===== src/rtl/do_buf_pkg.sv =====
// Shared types and constants for the do_buf data-out staging buffer.
// The optional DO_BUF_PARITY_EN feature needs nothing from this package.
package do_buf_pkg;

    typedef enum logic [1:0] {
        IDLE  = 2'd0,
        OFFER = 2'd1,
        HOLD  = 2'd2
    } state_t;

    localparam int unsigned SEL_W        = 2;
    localparam int unsigned HOLD_CYC_DEF = 7;

endpackage


===== src/rtl/do_buf_fifo.sv =====
// Storage, pointers and occupancy for do_buf. Each pointer carries one extra
// wrap bit, so their difference is a DEPTH-inclusive level.
module do_buf_fifo #(
    parameter int unsigned EW    = 10,
    parameter int unsigned DEPTH = 4,
    localparam int unsigned AW   = $clog2(DEPTH)
) (
    input  logic          clk,
    input  logic          rstn,
    input  logic          push,
    input  logic [EW-1:0] wdata,
    input  logic          pop,
    output logic [EW-1:0] rdata,
    output logic [AW:0]   level,
    output logic          full,
    output logic          empty
);

    logic [EW-1:0] mem [DEPTH];
    logic [AW:0]   wptr;
    logic [AW:0]   rptr;

    always_ff @(posedge clk or negedge rstn) begin
        if (!rstn) begin
            wptr <= '0;
            rptr <= '0;
        end else begin
            if (push) wptr <= wptr + (AW+1)'(1);
            if (pop)  rptr <= rptr + (AW+1)'(1);
        end
    end

    // Entries are not reset: nothing reads them until level makes them valid.
    always_ff @(posedge clk) begin
        if (push) mem[wptr[AW-1:0]] <= wdata;
    end

    assign rdata = mem[rptr[AW-1:0]];
    assign level = wptr - rptr;
    assign full  = (level == (AW+1)'(DEPTH));
    assign empty = (level == '0);

endmodule


===== src/rtl/do_buf.sv =====
// Data-out staging buffer in front of the memory controller: FIFO plus an
// OFFER/HOLD handshake FSM. Define DO_BUF_PARITY_EN to add stored parity (do_par).
module do_buf
    import do_buf_pkg::*;
#(
    parameter int unsigned DW       = 8,
    parameter int unsigned DEPTH    = 4,
    parameter int unsigned HOLD_CYC = HOLD_CYC_DEF
) (
    input  logic                     clk,
    input  logic                     rstn,
    input  logic                     in_valid,
    output logic                     in_ready,
    input  logic [DW-1:0]            in_data,
    input  logic [SEL_W-1:0]         in_sel,
    output logic                     do_rdy,
    input  logic                     do_acpt,
    output logic [DW-1:0]            do_data,
    output logic [SEL_W-1:0]         memsel,
    output logic [$clog2(DEPTH):0]   level,
`ifdef DO_BUF_PARITY_EN
    output logic                     do_par,
`endif
    output logic                     err_acpt
);

`ifdef DO_BUF_PARITY_EN
    localparam int unsigned EW = DW + SEL_W + 1;
`else
    localparam int unsigned EW = DW + SEL_W;
`endif
    localparam logic [3:0] CNT_LOAD = 4'(HOLD_CYC - 1);

    state_t           state;
    logic [3:0]       cnt;
    logic [SEL_W-1:0] hold_sel;
    logic [EW-1:0]    wdata;
    logic [EW-1:0]    head;
    logic [DW-1:0]    head_data;
    logic [SEL_W-1:0] head_sel;
    logic             full;
    logic             empty;
    logic             push;
    logic             pop;

`ifdef DO_BUF_PARITY_EN
    assign wdata = {^in_data, in_sel, in_data};
`else
    assign wdata = {in_sel, in_data};
`endif
    assign head_data = head[DW-1:0];
    assign head_sel  = head[DW +: SEL_W];

    assign in_ready = !full;
    assign push     = in_valid && in_ready;
    assign pop      = (state == OFFER) && do_acpt;

    do_buf_fifo #(
        .EW    (EW),
        .DEPTH (DEPTH)
    ) u_fifo (
        .clk   (clk),
        .rstn  (rstn),
        .push  (push),
        .wdata (wdata),
        .pop   (pop),
        .rdata (head),
        .level (level),
        .full  (full),
        .empty (empty)
    );

    always_ff @(posedge clk or negedge rstn) begin
        if (!rstn) begin
            state    <= IDLE;
            cnt      <= '0;
            hold_sel <= '0;
            do_rdy   <= 1'b0;
            do_data  <= '0;
            memsel   <= '0;
            err_acpt <= 1'b0;
`ifdef DO_BUF_PARITY_EN
            do_par   <= 1'b0;
`endif
        end else begin
            if (do_acpt && state != OFFER) err_acpt <= 1'b1;
            case (state)
                IDLE: begin
                    if (!empty) begin
                        state   <= OFFER;
                        do_rdy  <= 1'b1;
                        do_data <= head_data;
                        memsel  <= head_sel;
`ifdef DO_BUF_PARITY_EN
                        do_par  <= head[EW-1];
`endif
                    end
                end
                OFFER: begin
                    if (do_acpt) begin
                        state    <= HOLD;
                        do_rdy   <= 1'b0;
                        hold_sel <= head_sel;
                        memsel   <= head_sel;
                        cnt      <= CNT_LOAD;
                    end
                end
                HOLD: begin
                    // Head already advanced at the accept, so it is the next entry here.
                    if (cnt == '0) begin
                        if (!empty) begin
                            state   <= OFFER;
                            do_rdy  <= 1'b1;
                            do_data <= head_data;
                            memsel  <= head_sel;
`ifdef DO_BUF_PARITY_EN
                            do_par  <= head[EW-1];
`endif
                        end else begin
                            state  <= IDLE;
                            memsel <= hold_sel;
                        end
                    end else begin
                        cnt <= cnt - 4'd1;
                    end
                end
                default: state <= IDLE;
            endcase
        end
    end

endmodule


===== config.mk =====
export PLATFORM = sky130hd
export DESIGN_NAME = do_buf
export DESIGN_NICKNAME = d
export VERILOG_FILES = /design/src/rtl/do_buf_pkg.sv /design/src/rtl/do_buf_fifo.sv /design/src/rtl/do_buf.sv
export SDC_FILE = /design/constraint.sdc
export NUM_CORES = 1
export LEC_CHECK = 0
export BUFFER_PORTS_ARGS = -buffer_cell sky130_fd_sc_hd__buf_4
export CAP_MARGIN = 20
export CORE_ASPECT_RATIO = 0.5
export CORE_MARGIN = 2
export CORE_UTILIZATION = 65
export CTS_BUF_LIST = sky130_fd_sc_hd__clkbuf_8
export DETAILED_ROUTE_END_ITERATION = 6
export PLACE_DENSITY_LB_ADDON = 0.08
export REMOVE_ABC_BUFFERS = 1
export SETUP_SLACK_MARGIN = 0.1
export SYNTH_ARGS = -nofsm -noshare
export SYNTH_HDL_FRONTEND = slang
export SYNTH_SLANG_ARGS = --single-unit

===== constraint.sdc =====
create_clock -name clk -period 7.1 [get_ports clk]
set_input_delay 0.71 -clock clk [delete_from_list [all_inputs] [get_ports clk]]
set_output_delay 0.71 -clock clk [all_outputs]
set_load 0.01 [all_outputs]

Yosys cells after proc, flatten, opt, wreduce, memory -nomap -nowiden
Memory sizes are Yosys's and may differ from the RTL's.
Index checks and enable logic that the tools add are counted.
- bits in registers: 26
- bits in latches: 0
- RAM bits: 40
- memory bits (read-only): 0
- bits of input ports: 14
- output and inout port bits: 16
- word-level logic and storage cells: 60
- memories: 1
- memory list (memory ; depth ; bits a word ; rd ports ; clocked after memory_dff ; wr ports ; RTL line ; source):
    u_fifo.mem ; 4 ; 10 ; 1 ; 0 ; 1 ; do_buf_fifo.sv:19 ; logic [EW-1:0] mem [DEPTH];
- add/sub/neg operators: 4
- multipliers: 0
- divide/modulo/power cells: 0
- magnitude comparators: 0
- equality and inequality tests: 8
- shift-type cells: 0
- muxes and demuxes: 22
- bitwise operators: 0
- reductions and logical operators: 16
- operator list (cell ; count):
    8-bit two-way mux ; 2
    8-bit one-hot mux with 2 select lines ; 1
    2-bit two-way mux ; 7
    2-bit one-hot mux with 3 select lines ; 2
    3-bit AND reduction ; 3
    4-bit two-way mux ; 2
    2-bit inequality test, second input constant ; 4
    4-bit one-hot mux with 2 select lines ; 1
    3-bit by 1-bit adder with 3-bit output, second input constant ; 2
    1-bit two-way mux ; 6
    4-bit zero test ; 1
    2-bit AND reduction ; 2
    4-bit AND reduction ; 1
    2-bit nonzero test ; 2
    4-bit by 1-bit subtractor with 4-bit output, second input constant ; 1
    3-bit equality test, second input constant ; 1
    1-bit logical AND ; 3
    3-bit zero test ; 1
    1-bit one-hot mux with 3 select lines ; 1
    3-bit nonzero test ; 1
    3-bit subtractor ; 1
    2-bit by 1-bit equality test with 1-bit output, second input constant ; 1
    2-bit equality test, second input constant ; 1
    2-bit zero test ; 1
    2 further kinds ; 2

Depth between registers and ports, before layout
Gate-level depths: netlist of the first run.
- word-level depth: 6
- gate-level depth with buffers: 8
- depth with buffers taken out: 7

Hierarchy
A second synthesis of the first run with hierarchy kept.
- cell total of the unflattened synthesis: 157
- area, all modules: 2731.4 µm²
- modules (own cells, without submodules) (module ; instances ; cells each ; area an instance (µm²)):
    do_buf_fifo ; 1 ; 85 ; 1828.0
    do_buf ; 1 ; 72 ; 903.4

Worst setup path before layout of the first run
No wires, ideal clock.
- kind: register to register
- start point: register u_fifo.wptr[0]
- end point: memory u_fifo.mem[3][0], enable pin
- data arrival time: 2.061 ns
- setup slack: 4.688 ns
- stages on the path, launching flop included: 7
- buffers on the path: 0
- cells stage by stage: dfrtp_1 -> inv_1 -> ha_1 -> fa_1 -> xor3_2 -> a31oi_1 -> and2_1
- longest elaborated chain between the ends: 6
- ends and longest elaborated chain (element ; RTL line ; source):
    start, declared ; do_buf_fifo.sv:20 ; logic [AW:0] wptr;
    start signal, assigned ; do_buf_fifo.sv:28 ; if (push) wptr <= wptr + (AW+1)'(1);
    3-bit subtractor ; do_buf_fifo.sv:39 ; assign level = wptr - rptr;
    net level[2] ; do_buf.sv:20 ; output logic [$clog2(DEPTH):0] level,
    3-bit equality test ; do_buf_fifo.sv:40 ; assign full = (level == (AW+1)'(DEPTH));
    1-bit zero test ; do_buf.sv:54 ; assign in_ready = !full;
    1-bit logical AND ; do_buf.sv:55 ; assign push = in_valid && in_ready;
    1-bit two-way mux ; do_buf_fifo.sv:35 ; if (push) mem[wptr[AW-1:0]] <= wdata;
    1-bit two-way mux (not written as such) ; do_buf_fifo.sv:35 ;
    end, declared ; do_buf_fifo.sv:19 ;
The timed path passes the listed nets, and every way through them passes these cells.

Worst setup path in the final report of the first run
- start point: register u_fifo.rptr[0]
- end point: memory u_fifo.mem[3][0], enable pin
- longest elaborated chain between the ends: 6
- ends and longest elaborated chain (element ; RTL line ; source):
    start, declared ; do_buf_fifo.sv:21 ; logic [AW:0] rptr;
    start signal, assigned ; do_buf_fifo.sv:29 ; if (pop) rptr <= rptr + (AW+1)'(1);
    3-bit subtractor ; do_buf_fifo.sv:39 ;
    3-bit equality test ; do_buf_fifo.sv:40 ;
    1-bit zero test ; do_buf.sv:54 ;
    1-bit logical AND ; do_buf.sv:55 ;
    1-bit two-way mux ; do_buf_fifo.sv:35 ;
    1-bit two-way mux (not written as such) ; do_buf_fifo.sv:35 ;
Every way passes these cells.

==> results of run 1 <==
[cells in the final DEF, fill, tap and decap left out, types with 2 or more instances in the layout]
master,n
sky130_fd_sc_hd__edfxtp_1,40
sky130_fd_sc_hd__buf_4,29
sky130_fd_sc_hd__dfrtp_1,26
sky130_fd_sc_hd__nand2_1,16
sky130_fd_sc_hd__mux4_2,10
sky130_fd_sc_hd__clkbuf_8,9
sky130_fd_sc_hd__inv_1,8
sky130_fd_sc_hd__mux2_4,8
sky130_fd_sc_hd__ha_1,7
sky130_fd_sc_hd__and2_1,4
sky130_fd_sc_hd__mux2_2,4
sky130_fd_sc_hd__a31oi_1,3
sky130_fd_sc_hd__xnor2_1,3
sky130_fd_sc_hd__nand2b_1,3
sky130_fd_sc_hd__clkinv_4,3
sky130_fd_sc_hd__nand3_1,2
sky130_fd_sc_hd__or2_2,2
sky130_fd_sc_hd__o211ai_1,2
sky130_fd_sc_hd__o21ai_0,2
sky130_fd_sc_hd__nor2_1,2
sky130_fd_sc_hd__xor2_1,2
sky130_fd_sc_hd__a21oi_1,2
sky130_fd_sc_hd__clkinvlp_4,2
[registers in the layout, indices dropped and copies added, names as in the netlist, 2 cells and up]
signal       cells
memsel           2
u_fifo.rptr      3
u_fifo.mem      40
cnt              4
hold_sel         2
u_fifo.wptr      3
do_data          8
state            2
[cells by family (layout without fill, tap and decap cells)]
logic type,count (synthesis),after routing,synth area share
multiplexers,22,22,0.143
AND/OR/NAND/NOR,34,34,0.0623
flip-flops,66,66,0.678
XOR/XNOR,6,6,0.0252
buffers and inverters,12,53,0.0197
AO/OA/AOI/OAI,13,13,0.0330
adder cells (fa/ha/maj),8,8,0.0394
[power by group through the flow]
| stage | Sequential (mW) | Combinational, mW | Clock, mW |
|---|---|---|---|
| 5_1_grt | 0.656 | 0.678 | 0.300 |
| 4_1_cts | 0.642 | 0.630 | 0.283 |
| 2_1_floorplan | 0.636 | 0.422 | 0 |
| 3_3_place_gp | 0.641 | 0.606 | 0 |
| 6_report | 0.640 | 0.621 | 0.276 |
| 3_5_place_dp | 0.647 | 0.628 | 0 |
[cell type report]
type                    instances  area [sq um]  area share
clock inverters                 7          55.1      0.0174
flip-flops and latches         66          1850       0.584
repair buffers                 29           218      0.0686
well taps                      54          67.6      0.0213
clock buffers                   9           124      0.0390
multi-input cells              83           827       0.261
inverters                       8          30.0     0.00946
[per-stage QoR]
stage               std cells  area, sq um  power [mW]  hold WS (ns)
floorplan                 157         2710        1.06         0.414
global placement          240         2990        1.25         0.443
detailed placement        240         2990        1.28         0.453
CTS                       256         3170        1.56         0.279
global route              256         3170        1.63         0.288
finish                    256         3170        1.54         0.278
[layer usage]
metal	GRT usage	vias up	wire length [um]
met5	0	-	0
met4	0.0738	0	59
met3	0.0933	10	197
met2	0.339	35	2210
met1	0.312	715	2040
li1	-	667	-
[worst reg2reg max path, cell delays in order, from the launching register on]
cell,delay [ns]
sky130_fd_sc_hd__dfrtp_1,0.64
sky130_fd_sc_hd__ha_1,0.35
sky130_fd_sc_hd__fa_1,0.37
sky130_fd_sc_hd__xor3_2,0.28
sky130_fd_sc_hd__a31oi_1,0.45
sky130_fd_sc_hd__and2_1,0.57
[final timing paths]
check / from / to / slack (ns) / cells past startpoint
worst max-delay path: u_fifo.rptr[0]$_DFFE_PN0P_ / u_fifo.mem[3][0]$_DFFE_PP_ / 4.07 / 5
worst min-delay path: rstn / cnt[1]$_DFFE_PN0P_ / 0.28 / 1
worst max register to register: u_fifo.rptr[0]$_DFFE_PN0P_ / u_fifo.mem[3][0]$_DFFE_PP_ / 4.07 / 5
worst min register to register: err_acpt$_DFFE_PN0P_ / err_acpt$_DFFE_PN0P_ / 0.46 / 1
max in group asynchronous: rstn / do_data[7]$_DFFE_PN0P_ / 6.55 / 1
min in group clk: err_acpt$_DFFE_PN0P_ / err_acpt$_DFFE_PN0P_ / 0.46 / 1
==> impl.org, run 1 <==
** Status
- Outcome :: finished clean

** Setup path
- Required time of the worst setup path :: between 7 and 8 ns
- Crit path max fanout :: 13
- Arr. time, crit path :: 3.01 ns
- Slowest CP cell :: sky130_fd_sc_hd__dfrtp_1
- The worst setup path is launched from a flop.
- The worst setup path is of the reg -> reg kind.
- Largest incremental delay on the critical path :: roughly 0.64 ns
- Together, buffers and inverters on the worst path number 0.
- STA classifies the critical path endpoint as a flop.
- Kind of cell with the highest combined delay on the critical path :: adder cells
- Traced cell by cell, the critical path runs through ha_1, fa_1, xor3_2, a31oi_1, and2_1.

** Placement
- Prior to clock tree synthesis, the placed netlist has a worst setup slack of 4.03 ns.
- Port Buffers :: 29
- Gp weighted congestion :: around 0.8
- Half-perimeter wire length of the detailed placement result :: ~3 mm

** Clock network
- Post-CTS setup buffer count :: 0
- Clock-pin slew was measured on the worst setup and hold paths at about 0.070 ns.
- CTS Hold Bufs :: 0
- The later pin in the worst-skew pair is clocked with a latency of 0.34 ns.
- The number of clock buffers added by TritonCTS is 9.
- Root Buffer Master :: sky130_fd_sc_hd__clkbuf_8
- Clock tree from TritonCTS :: yes
- Clock Sinks :: 66
- Counting along the longest clock path gives a buffer depth of 2.
- CTS H-tree lvls :: 3
- CTS-repair resized insts :: 0

** Floorplan
- In this run the horizontal extent of the chip is roughly 96 um.
- Number of placement rows :: 16
- The core region is approximately 4000 sq um.
- Area enclosed by the die boundary :: 4770 sq um
- 30 I/O pins were placed.
- For this configuration, the core starts out at a cell density of 0.689.
- The floorplan step set the die height to between 40 and 50 um.

** Detailed routing
- Via total after detailed routing :: 1,427
- Remaining antenna violation count after routing :: 0
- Average via count per standard cell :: approximately 5.6
- Detailed Routing Iterations Pass 1 :: 4
- Wires add up to ~4.5 mm.
- After detailed routing, the average wire length per cell comes to 17.6 um.
- Post-route DRC :: 0
- The first routing iteration left 109 violations.

** STA
- Worst-margin pin slew :: between 0.7 and 0.8 ns
- For the final database, setup skew stands at roughly 0.0049 ns.
- Count of pins over their slew limit :: 0
- Measured against its own limit, the worst slew margin works out to 0.516.
- Summed over all failing endpoints, the final setup total negative slack is 0 ns.
- Min cycle time layout :: approximately 3.0 ns
- Once routing completed, OpenROAD measured the worst setup slack at around 4.1 ns.
- Final-report setup violation count :: 0
- The number of hold violations in the final report was 0.
- Setup repair after global routing left no endpoint under its margin.
- Post-route fraction of the period consumed by the critical path :: 0.427
- Highest achievable clock rate :: approximately 330 MHz

** Yosys
- In the synthesized netlist the dominant register cell turns out to be sky130_fd_sc_hd__edfxtp_1.
- The most common cell in the synthesized netlist is sky130_fd_sc_hd__edfxtp_1.
- Sequential share of the synthesized area :: 0.678
- Mean post-synth cell area :: between 15 and 20 sq um
- Share of the synthesized area in the top cell type :: 0.440
- Cell types with the highest counts after synthesis :: sky130_fd_sc_hd__edfxtp_1, sky130_fd_sc_hd__dfrtp_1, sky130_fd_sc_hd__nand2_1
- Mapped Area :: around 2700 sq um
- For this run, asynchronously set or reset flops after synthesis account for 0.394.
- The number of different library cells used by synthesis comes to 33.
- Number of register bits inferred by synthesis :: 66
- Of all cell types, the one taking the most synthesized area is sky130_fd_sc_hd__edfxtp_1.
- Gate Count Post-Synth :: between 150 and 200
- After synthesis, the cell types taking the most area are sky130_fd_sc_hd__edfxtp_1, sky130_fd_sc_hd__dfrtp_1, sky130_fd_sc_hd__mux4_2, sky130_fd_sc_hd__mux2_4, sky130_fd_sc_hd__ha_1.
- In this run, synthesis inferred 40 flip-flops with an integrated enable.
- Number of warnings issued by yosys :: 0

** Global routing
- The initial antenna violation count came to 0.
- For this run, the total global-route usage over all layers was measured as 0.228.
- Vias in the first global route :: 1,509
- First-pass GRT wire length :: about 7.5 mm
- After global routing the overflow that remains totals 0.
- Pin count of the biggest net entering global routing :: 27

** Cells and area
- Fin util :: 0.801
- The repair_antennas step left the layout with diodes totalling 0.
- After the last flow step, the layout net total stands at roughly 220.
- Fraction of final layout cells with drive strength greater than 1 :: 0.356
- Compared with the post-synthesis result, the final layout area differs by 16.1%.
- Fill cells :: between 200 and 250

** Power
- Power share of the clock group :: 0.180
- The worst-case IR drop observed on VDD is between 0.2 and 0.3 mV.
- Combinational share of power :: 0.404
- P_int :: about 1.0 mW
- Sequential group share of total power :: 0.417
- Summed over all nets, the switching power comes to 520 uW.
- Fraction of power spent switching nets :: 0.339
- Summed over all cells, the static leakage comes to 1.28 nW.
- Cell Pwr Density :: between 400 and 500 nW/um^2

** Flow run
- Maximum Capacitance Violations :: 0

** Min path
- Worst Hold Class :: in -> async
Power figures use the tool's default switching activity.
==> run 2, diff against run 1 <==
Settings changed: CORE_UTILIZATION 65 to 54.
Clock period 7.1 ns to 2.65 ns, I/O delays scaled along.
==> run 2 against run 1 <==
Effect of this change:
- core utilization shrank 13 points
- combinational power grew to 3.0 times the previous value
- non-clock buffer count grew 12
- largest power group is now combinational cells
==> impl.org, run 2 (synthesis results as in run 1) <==
** Status
- Outcome: finished clean (unchanged).

** Cells and area
- Fin util :: 0.669 (was 0.801)
- Top library cells by usage in the layout, fill and taps aside: sky130_fd_sc_hd__buf_4, sky130_fd_sc_hd__edfxtp_1, sky130_fd_sc_hd__dfrtp_1 (was sky130_fd_sc_hd__edfxtp_1, sky130_fd_sc_hd__buf_4, sky130_fd_sc_hd__dfrtp_1).
- The fraction of final layout cells sized beyond drive strength 1 is 0.383 (was 0.356).
- The antenna diode count came to 0 (unchanged).
- Synth-to-Final Area Change :: 20.2% (was 16.1%)
- The number of flip-flops in the largest register was 40 (unchanged).
- The number of nets in the final layout came to 231 (was 219).

** Floorplan
- Die extent in y :: 54.3 um (was 49.9 um)
- The number of placement rows was 18 (was 16).
- The total die area is 5680 sq um (was 4770 sq um).
- The chip width is 105 um (was 95.7 um).
- The I/O pin total was 30 (unchanged).
- Initial cell density of the core :: 0.557 (was 0.689)
- Standard cell core area :: 4910 sq um (was 3960 sq um)

** Setup path
- Largest incremental delay on the critical path :: 0.38 ns (was 0.64 ns)
- The startpoint class of the critical path is a flop (unchanged).
- The data arrival time of the critical path is 2.63 ns (was 3.01 ns).
- The slack of the worst reg-to-reg path was 0.22 ns (was 4.07 ns).
- The worst flop-to-flop path startpoint is u_fifo.wptr[0]$_DFFE_PN0N_ (was u_fifo.rptr[0]$_DFFE_PN0P_).
- End of the worst register-to-register path :: memsel[1]$_DFFE_PN0P_ (was u_fifo.mem[3][0]$_DFFE_PP_)
- Slowest CP cell :: sky130_fd_sc_hd__mux2_2 (was sky130_fd_sc_hd__dfrtp_1)
- The required time reported for the critical path endpoint came to 2.86 ns (was 7.08 ns).
- Series of cell instances along the critical path :: inv_1, ha_1, fa_1, xor3_2, or2_4, o311ai_2, mux2_2 (was ha_1, fa_1, xor3_2, a31oi_1, and2_1)
- The critical path capture point type is a flop (unchanged).
- Path depth of the worst reg2reg path :: 7 (was 5)
- The largest driver fanout on the critical path came to 5 (was 13).
- The classification of the worst setup path is reg -> reg (unchanged).

** Global routing
- The via count of the first global-routing pass is 1,454 (was 1,509).
- GRT Residual Overflow :: 0 (unchanged)
- The global-route usage over all layers came to 0.185 (was 0.228).
- First-pass GRT wire length :: 7.41 mm (was 7.45 mm)
- The initial antenna violation count is 0 (unchanged).
- The pin count of the biggest net entering global routing was 27 (unchanged).

** STA
- Final worst clock skew :: 0.00859 ns (was 0.00490 ns)
- Worst-margin pin slew :: 0.420 ns (was 0.726 ns)
- The time the final worst path needs with I/O delays and setup is 2.43 ns (was 3.03 ns).
- The number of hold violations in the final report was 0 (unchanged).
- The number of pins exceeding their max-slew limit in the final report came to 0 (unchanged).
- The part of the cycle the worst path needs was 0.916 (was 0.427).
- The max-slew headroom at the worst pin was 0.719 (was 0.516).
- Highest achievable clock rate :: 412 MHz (was 330 MHz)
- Final-report setup violation count :: 0 (unchanged)
- The setup slack after layout was 0.223 ns (was 4.07 ns).
- RSZ-0062 raised after global routing: no (unchanged).

** Flow run
- The number of violations of the max-capacitance limit was 0 (unchanged).

** Clock network
- The CTS tree is yes (unchanged).
- The number of clock sinks was 66 (unchanged).
- The clock-pin slew reported for the worst setup and hold paths after clock tree synthesis came to 0.06 ns (was 0.07 ns).
- The total CTS buffers is 9 (unchanged).
- Root Buffer Master :: sky130_fd_sc_hd__clkbuf_8 (unchanged)
- The clock latency on the worst-skew pair was 0.33 ns (was 0.34 ns).
- CTS H-tree lvls :: 3 (unchanged)
- CTS max path bufs :: 2 (unchanged)
- The post-CTS setup repair buffer count is 0 (unchanged).

** Power
- The areal power density over the cells is 1270 nW/um^2 (was 484 nW/um^2).
- The maximum vdd drop was 0.494 mV (was 0.298 mV).
- Pleak :: 1.35 nW (was 1.28 nW)

** Detailed routing
- Detailed Routing Iterations Pass 1 :: 4 (unchanged)
- Remaining antenna violation count after routing :: 0 (unchanged)
- The wire length reported by the detailed router is 4.64 mm (was 4.51 mm).
- The number of violations reported at the end of detailed-routing iteration 0 came to 50 (was 109).
- The via-per-instance ratio is 5.07 (was 5.57).
- The routed wirelength normalized by instance count was 16.3 um (was 17.6 um).
- The via count of the routed design came to 1,441 (was 1,427).
- Post-route DRC :: 0 (unchanged)

** Placement
- Half-perimeter wire length of the detailed placement result :: 3.29 mm (was 3.01 mm)
- The worst setup slack after placement was 0.134 ns (was 4.03 ns).
- Port Buffers :: 29 (unchanged)
- The final weighted congestion in routability-driven placement came to 0.775 (was 0.810).

** Min path
- The path category of the worst min-delay check was in -> reg (was in -> async).
- Hold depth :: 1
- Worst Hold End :: u_fifo.mem[3][1]$_DFFE_PP_
- Worst min-delay path startpoint :: in_data[1]
[run 2: worst max-delay path by stage]
stage | from | to | slack (ns) | depth (start not counted)
CTS | u_fifo.wptr[0]$_DFFE_PN0N_ | do_data[5]$_DFFE_PN0P_ | 0.11 | 7
floorplan | u_fifo.rptr[0]$_DFFE_PN0P_ | u_fifo.mem[3][0]$_DFFE_PP_ | -0.02 | 5
finish | u_fifo.wptr[0]$_DFFE_PN0N_ | memsel[1]$_DFFE_PN0P_ | 0.22 | 7
detailed placement | u_fifo.wptr[0]$_DFFE_PN0N_ | do_data[2]$_DFFE_PN0P_ | 0.13 | 7
global route | u_fifo.wptr[0]$_DFFE_PN0N_ | memsel[0]$_DFFE_PN0P_ | 0.12 | 7
global placement | u_fifo.wptr[0]$_DFFE_PN0N_ | memsel[0]$_DFFE_PN0P_ | 0.19 | 7
[run 2: per-stage QoR]
step                instances  setup TNS, ns  cell area [sq um]  hold slack (ns)  power (mW)
finish                    284              0               3280            0.139        4.18
global route              284              0               3280            0.125        4.46
floorplan                 157         -0.223               2710          -0.0306        2.84
global placement          267              0               3100            0.198        3.46
CTS                       284              0               3270            0.122        4.22
detailed placement        267              0               3100            0.201        3.52
[run 2: report_power, final]
group	leakage [nW]	internal [mW]	total, mW	switching [mW]
sequential	0.671	1.46	1.63	0.167
clock	0.0935	0.350	0.685	0.335
combinational	0.585	1.00	1.87	0.869
total	1.35	2.81	4.18	1.37
[run 2: worst max-delay path, delay by kind of cell (launching register included)]
family          cells  cell delay (ns)
compound gates      1             0.30
simple gates        1             0.28
mux                 1             0.38
buf+inv             1             0.10
fa+ha+maj           2             0.57
xor+xnor            1             0.30
flops               1             0.37
[run 2: layer usage]
metal / routed length [um] / global-route usage / up-vias
met5: 0 / 0 / -
met4: 53 / 0.0800 / 0
met3: 208 / 0.0524 / 8
met2: 2220 / 0.307 / 28
met1: 2160 / 0.237 / 719
li1: - / - / 686
[run 2: area by class of cell]
type	instances	area, sq um
clock buffer	10	138
clock inverter	6	27.5
fill	368	1630
inverter	8	30.0
multi-input combinational	83	840
sequential	66	1850
tap	70	87.6
timing repair buffer	41	310
[run 2: what timing repair did]
item / 4_1_cts / 5_1_grt
setup endpoints to repair: 0 / 51
hold endpoints to repair: 26 / 0
gates resized for setup: 0 / 3
hold buffers: 1 / 0
==> run 3, diff against run 2 <==
Clock period 2.65 ns to 1.95 ns, I/O delays scaled along.
==> run 3 against run 2 <==
Effect of this change:
- the flow now finishes with violations (setup timing)
- die area is the same
- power increased by 63%
- cell area increased by 8.5%
- clock skew fell by 0.0017 ns
- sequential share of layout area is 4.4 points lower
- first-iteration DRC count up 28%
==> impl.org, run 3 (synthesis results as in run 1) <==
** STA
- The setup slack after layout came to -0.303 ns (was 0.223 ns).
- The part of the cycle the worst path needs is 1.16 (was 0.916).
- Min cycle time layout :: 2.25 ns (was 2.43 ns)
- The setup violation total in the final timing report was 55 (was 0).
- Worst rel slew slack :: 0.683 (was 0.719)
- RSZ-0062 raised after global routing :: yes (was no)
- The setup TNS is -15.42 ns (was 0 ns).
- Final Hold Viols :: 0 (unchanged)
- The upper clock frequency limit is 444 MHz (was 412 MHz).
- Final worst clock skew :: 0.00684 ns (was 0.00859 ns)
- Count of pins over their slew limit :: 0 (unchanged)
- Worst-margin pin slew :: 0.474 ns (was 0.420 ns)

** Setup path
- Stages on the worst setup path :: 7 (unchanged)
- The classification of the worst setup path is reg -> reg (unchanged).
- Largest incremental delay on the critical path :: 0.42 ns (was 0.38 ns)
- The startpoint class of the critical path is a flop (unchanged).
- The library cell contributing the largest single delay on the critical path is sky130_fd_sc_hd__dfrtp_1 (was sky130_fd_sc_hd__mux2_2).
- Worst Setup End Kind :: flop (unchanged)
- The gate family responsible for the most delay along the worst path was simple AND/OR/NAND/NOR gates (was adder cells).
- The required time reported for the critical path endpoint came to 2.17 ns (was 2.86 ns).
- The data arrival time of the critical path is 2.47 ns (was 2.63 ns).
- Crit path max fanout :: 9 (was 5)
- Series of cell instances along the critical path: ha_4, fa_2, xor3_2, or2_4, and3b_1, buf_12, mux2_4 (was inv_1, ha_1, fa_1, xor3_2, or2_4, o311ai_2, mux2_2).
- Number of buffer and inverter instances along the worst setup path :: 1 (unchanged)
- Path depth of the worst reg2reg path :: 7 (unchanged)

** Placement
- The detailed placement HPWL came to 3.38 mm (was 3.29 mm).
- Port Buffers :: 29 (unchanged)
- Setup slack at placement :: -0.375 ns (was 0.134 ns)
- The final weighted congestion in routability-driven placement was 0.778 (was 0.775).

** Clock network
- The clock latency on the worst-skew pair came to 0.33 ns (about the same).
- The total CTS buffers was 9 (unchanged).
- The CTS tree was yes (unchanged).
- The total number of H-tree levels is 3 (unchanged).
- Clock Sinks :: 66 (unchanged)
- Root Buffer Master :: sky130_fd_sc_hd__clkbuf_8 (unchanged)
- Clock-pin slew on the worst setup and hold paths :: 0.07 ns (was 0.06 ns)
- The maximum buffer depth of the clock tree came to 2 (unchanged).

** Floorplan
- The placeable core region is 4910 sq um (unchanged).
- The initial core utilization came to 0.557 (unchanged).
- The I/O pin total was 30 (unchanged).
- The total die area is 5680 sq um (unchanged).
- The die span in y is 54.3 um (unchanged).
- Horizontal extent of the die :: 105 um (unchanged)
- Number of placement rows :: 18 (unchanged)

** Detailed routing
- The count of unresolved DRC violations after routing came to 0 (unchanged).
- Detailed Routing Iterations Pass 1 :: 4 (unchanged)
- Average via count per standard cell :: 5.18 (was 5.07)
- Remaining antenna violation count after routing :: 0 (unchanged)
- The wire length reported by the detailed router is 5.20 mm (was 4.64 mm).
- The via count of the routed design was 1,550 (was 1,441).
- DRT iter0 DRCs :: 64 (was 50)
- DR WL/cell :: 17.4 um (was 16.3 um)

** Global routing
- The global-route usage over all layers came to 0.205 (was 0.185).
- The final global-route overflow total came to 0 (unchanged).
- The pin count of the biggest net entering global routing was 27 (unchanged).
- First-pass GRT wire length :: 8.16 mm (was 7.41 mm)
- The via count of the first global-routing pass is 1,605 (was 1,454).
- Number of antenna violations at the first check in global routing :: 0 (unchanged)

** Cells and area
- The number of nets in the final layout came to 246 (was 231).
- The synthesis-to-finish area growth was 30.4% (was 20.2%).
- The antenna diode count is 0 (unchanged).
- Number of flip-flops under the largest register name :: 40 (unchanged)
- Top library cells by usage in the layout, fill and taps aside :: sky130_fd_sc_hd__buf_4, sky130_fd_sc_hd__edfxtp_1, sky130_fd_sc_hd__dfrtp_1 (unchanged)
- The fraction of final layout cells sized beyond drive strength 1 came to 0.476 (was 0.383).
- The fraction of the core area covered by cells at the end of the flow was 0.726 (was 0.669).

** Status
- Outcome: finished, violations left (was finished clean).
- Violations in the final reports :: setup timing

** Power
- The reported leakage power came to 1.46 nW (was 1.35 nW).
- Cell Pwr Density :: 1920 nW/um^2 (was 1270 nW/um^2)
- The maximum vdd drop came to 0.986 mV (was 0.494 mV).

** Flow run
- The number of violations of the max-capacitance limit was 0 (unchanged).

** Min path
- Worst Hold Class :: in -> reg (unchanged)
- Hold depth :: 1 (unchanged)
[run 3: cell count changes in the layout (fill, tap and decap cells not counted), moves of 2 or more]
cell	previous run	this run
sky130_fd_sc_hd__buf_6	0	13
sky130_fd_sc_hd__inv_1	11	6
sky130_fd_sc_hd__and2_1	4	0
sky130_fd_sc_hd__and2_4	0	4
sky130_fd_sc_hd__inv_2	0	2
sky130_fd_sc_hd__mux2_2	4	2
sky130_fd_sc_hd__mux2_4	8	10
[run 3: stage by stage]
stage | std cells | power, mW | instance area [sq um] | hold slack (ns)
CTS | 296 | 6.54 | 3460 | 0.0411
detailed placement | 276 | 5.09 | 3180 | 0.137
global route | 299 | 7.22 | 3560 | 0.0348
finish | 299 | 6.84 | 3560 | 0.0558
floorplan | 157 | 3.85 | 2710 | -0.101
global placement | 276 | 5.00 | 3180 | 0.128
[run 3: power by group]
group	switching (mW)	internal, mW	total [mW]
sequential	0.236	1.99	2.22
clock	0.523	0.587	1.11
combinational	1.51	1.99	3.50
[run 3: worst paths after layout]
check	start	endpoint	slack [ns]
min reg2reg	err_acpt$_DFFE_PN0P_	err_acpt$_DFFE_PN0P_	0.46
min in group asynchronous	rstn	cnt[2]$_DFFE_PN0P_	0.31
max reg2reg	u_fifo.rptr[0]$_DFFE_PN0P_	do_data[7]$_DFFE_PN0P_	-0.30
min	in_data[4]	u_fifo.mem[3][4]$_DFFE_PP_	0.06
max	u_fifo.rptr[0]$_DFFE_PN0P_	do_data[7]$_DFFE_PN0P_	-0.30
max in group asynchronous	rstn	cnt[1]$_DFFE_PN0P_	1.37
[run 3: layout make-up]
class                      instances  area [sq um]
clock buffer                       9           124
clock inverter                     7          68.8
fill                             320          1350
inverter                           8          30.0
multi-input combinational         83           910
sequential                        66          1850
tap                               70          87.6
timing repair buffer              56           492
[run 3: worst reg2reg max path, stage by stage, from the launching register on]
cell and delay [ns]:
sky130_fd_sc_hd__dfrtp_1 0.42, sky130_fd_sc_hd__ha_4 0.17, sky130_fd_sc_hd__fa_2 0.32, sky130_fd_sc_hd__xor3_2 0.28, sky130_fd_sc_hd__or2_4 0.29, sky130_fd_sc_hd__and3b_1 0.21, sky130_fd_sc_hd__buf_12 0.15, sky130_fd_sc_hd__mux2_4 0.30
[run 3: metal layers]
layer | share of wire | wire (um) | track usage | vias up
met3 | 0.035 | 180 | 0.0595 | 3
met4 | 0.0050 | 26 | 0.0800 | 0
met1 | 0.48 | 2480 | 0.257 | 804
li1 | - | - | - | 720
met2 | 0.48 | 2510 | 0.352 | 23
met5 | 0 | 0 | 0 | -
[run 3: what timing repair did]
item                                    4_1_cts  5_1_grt
resized for setup                            15       20
hold endpoints to repair                     26        0
endpoints found under the setup margin       56       58
pin swaps                                     0        5
hold buffers                                  1        0
setup buffers                                 3        4
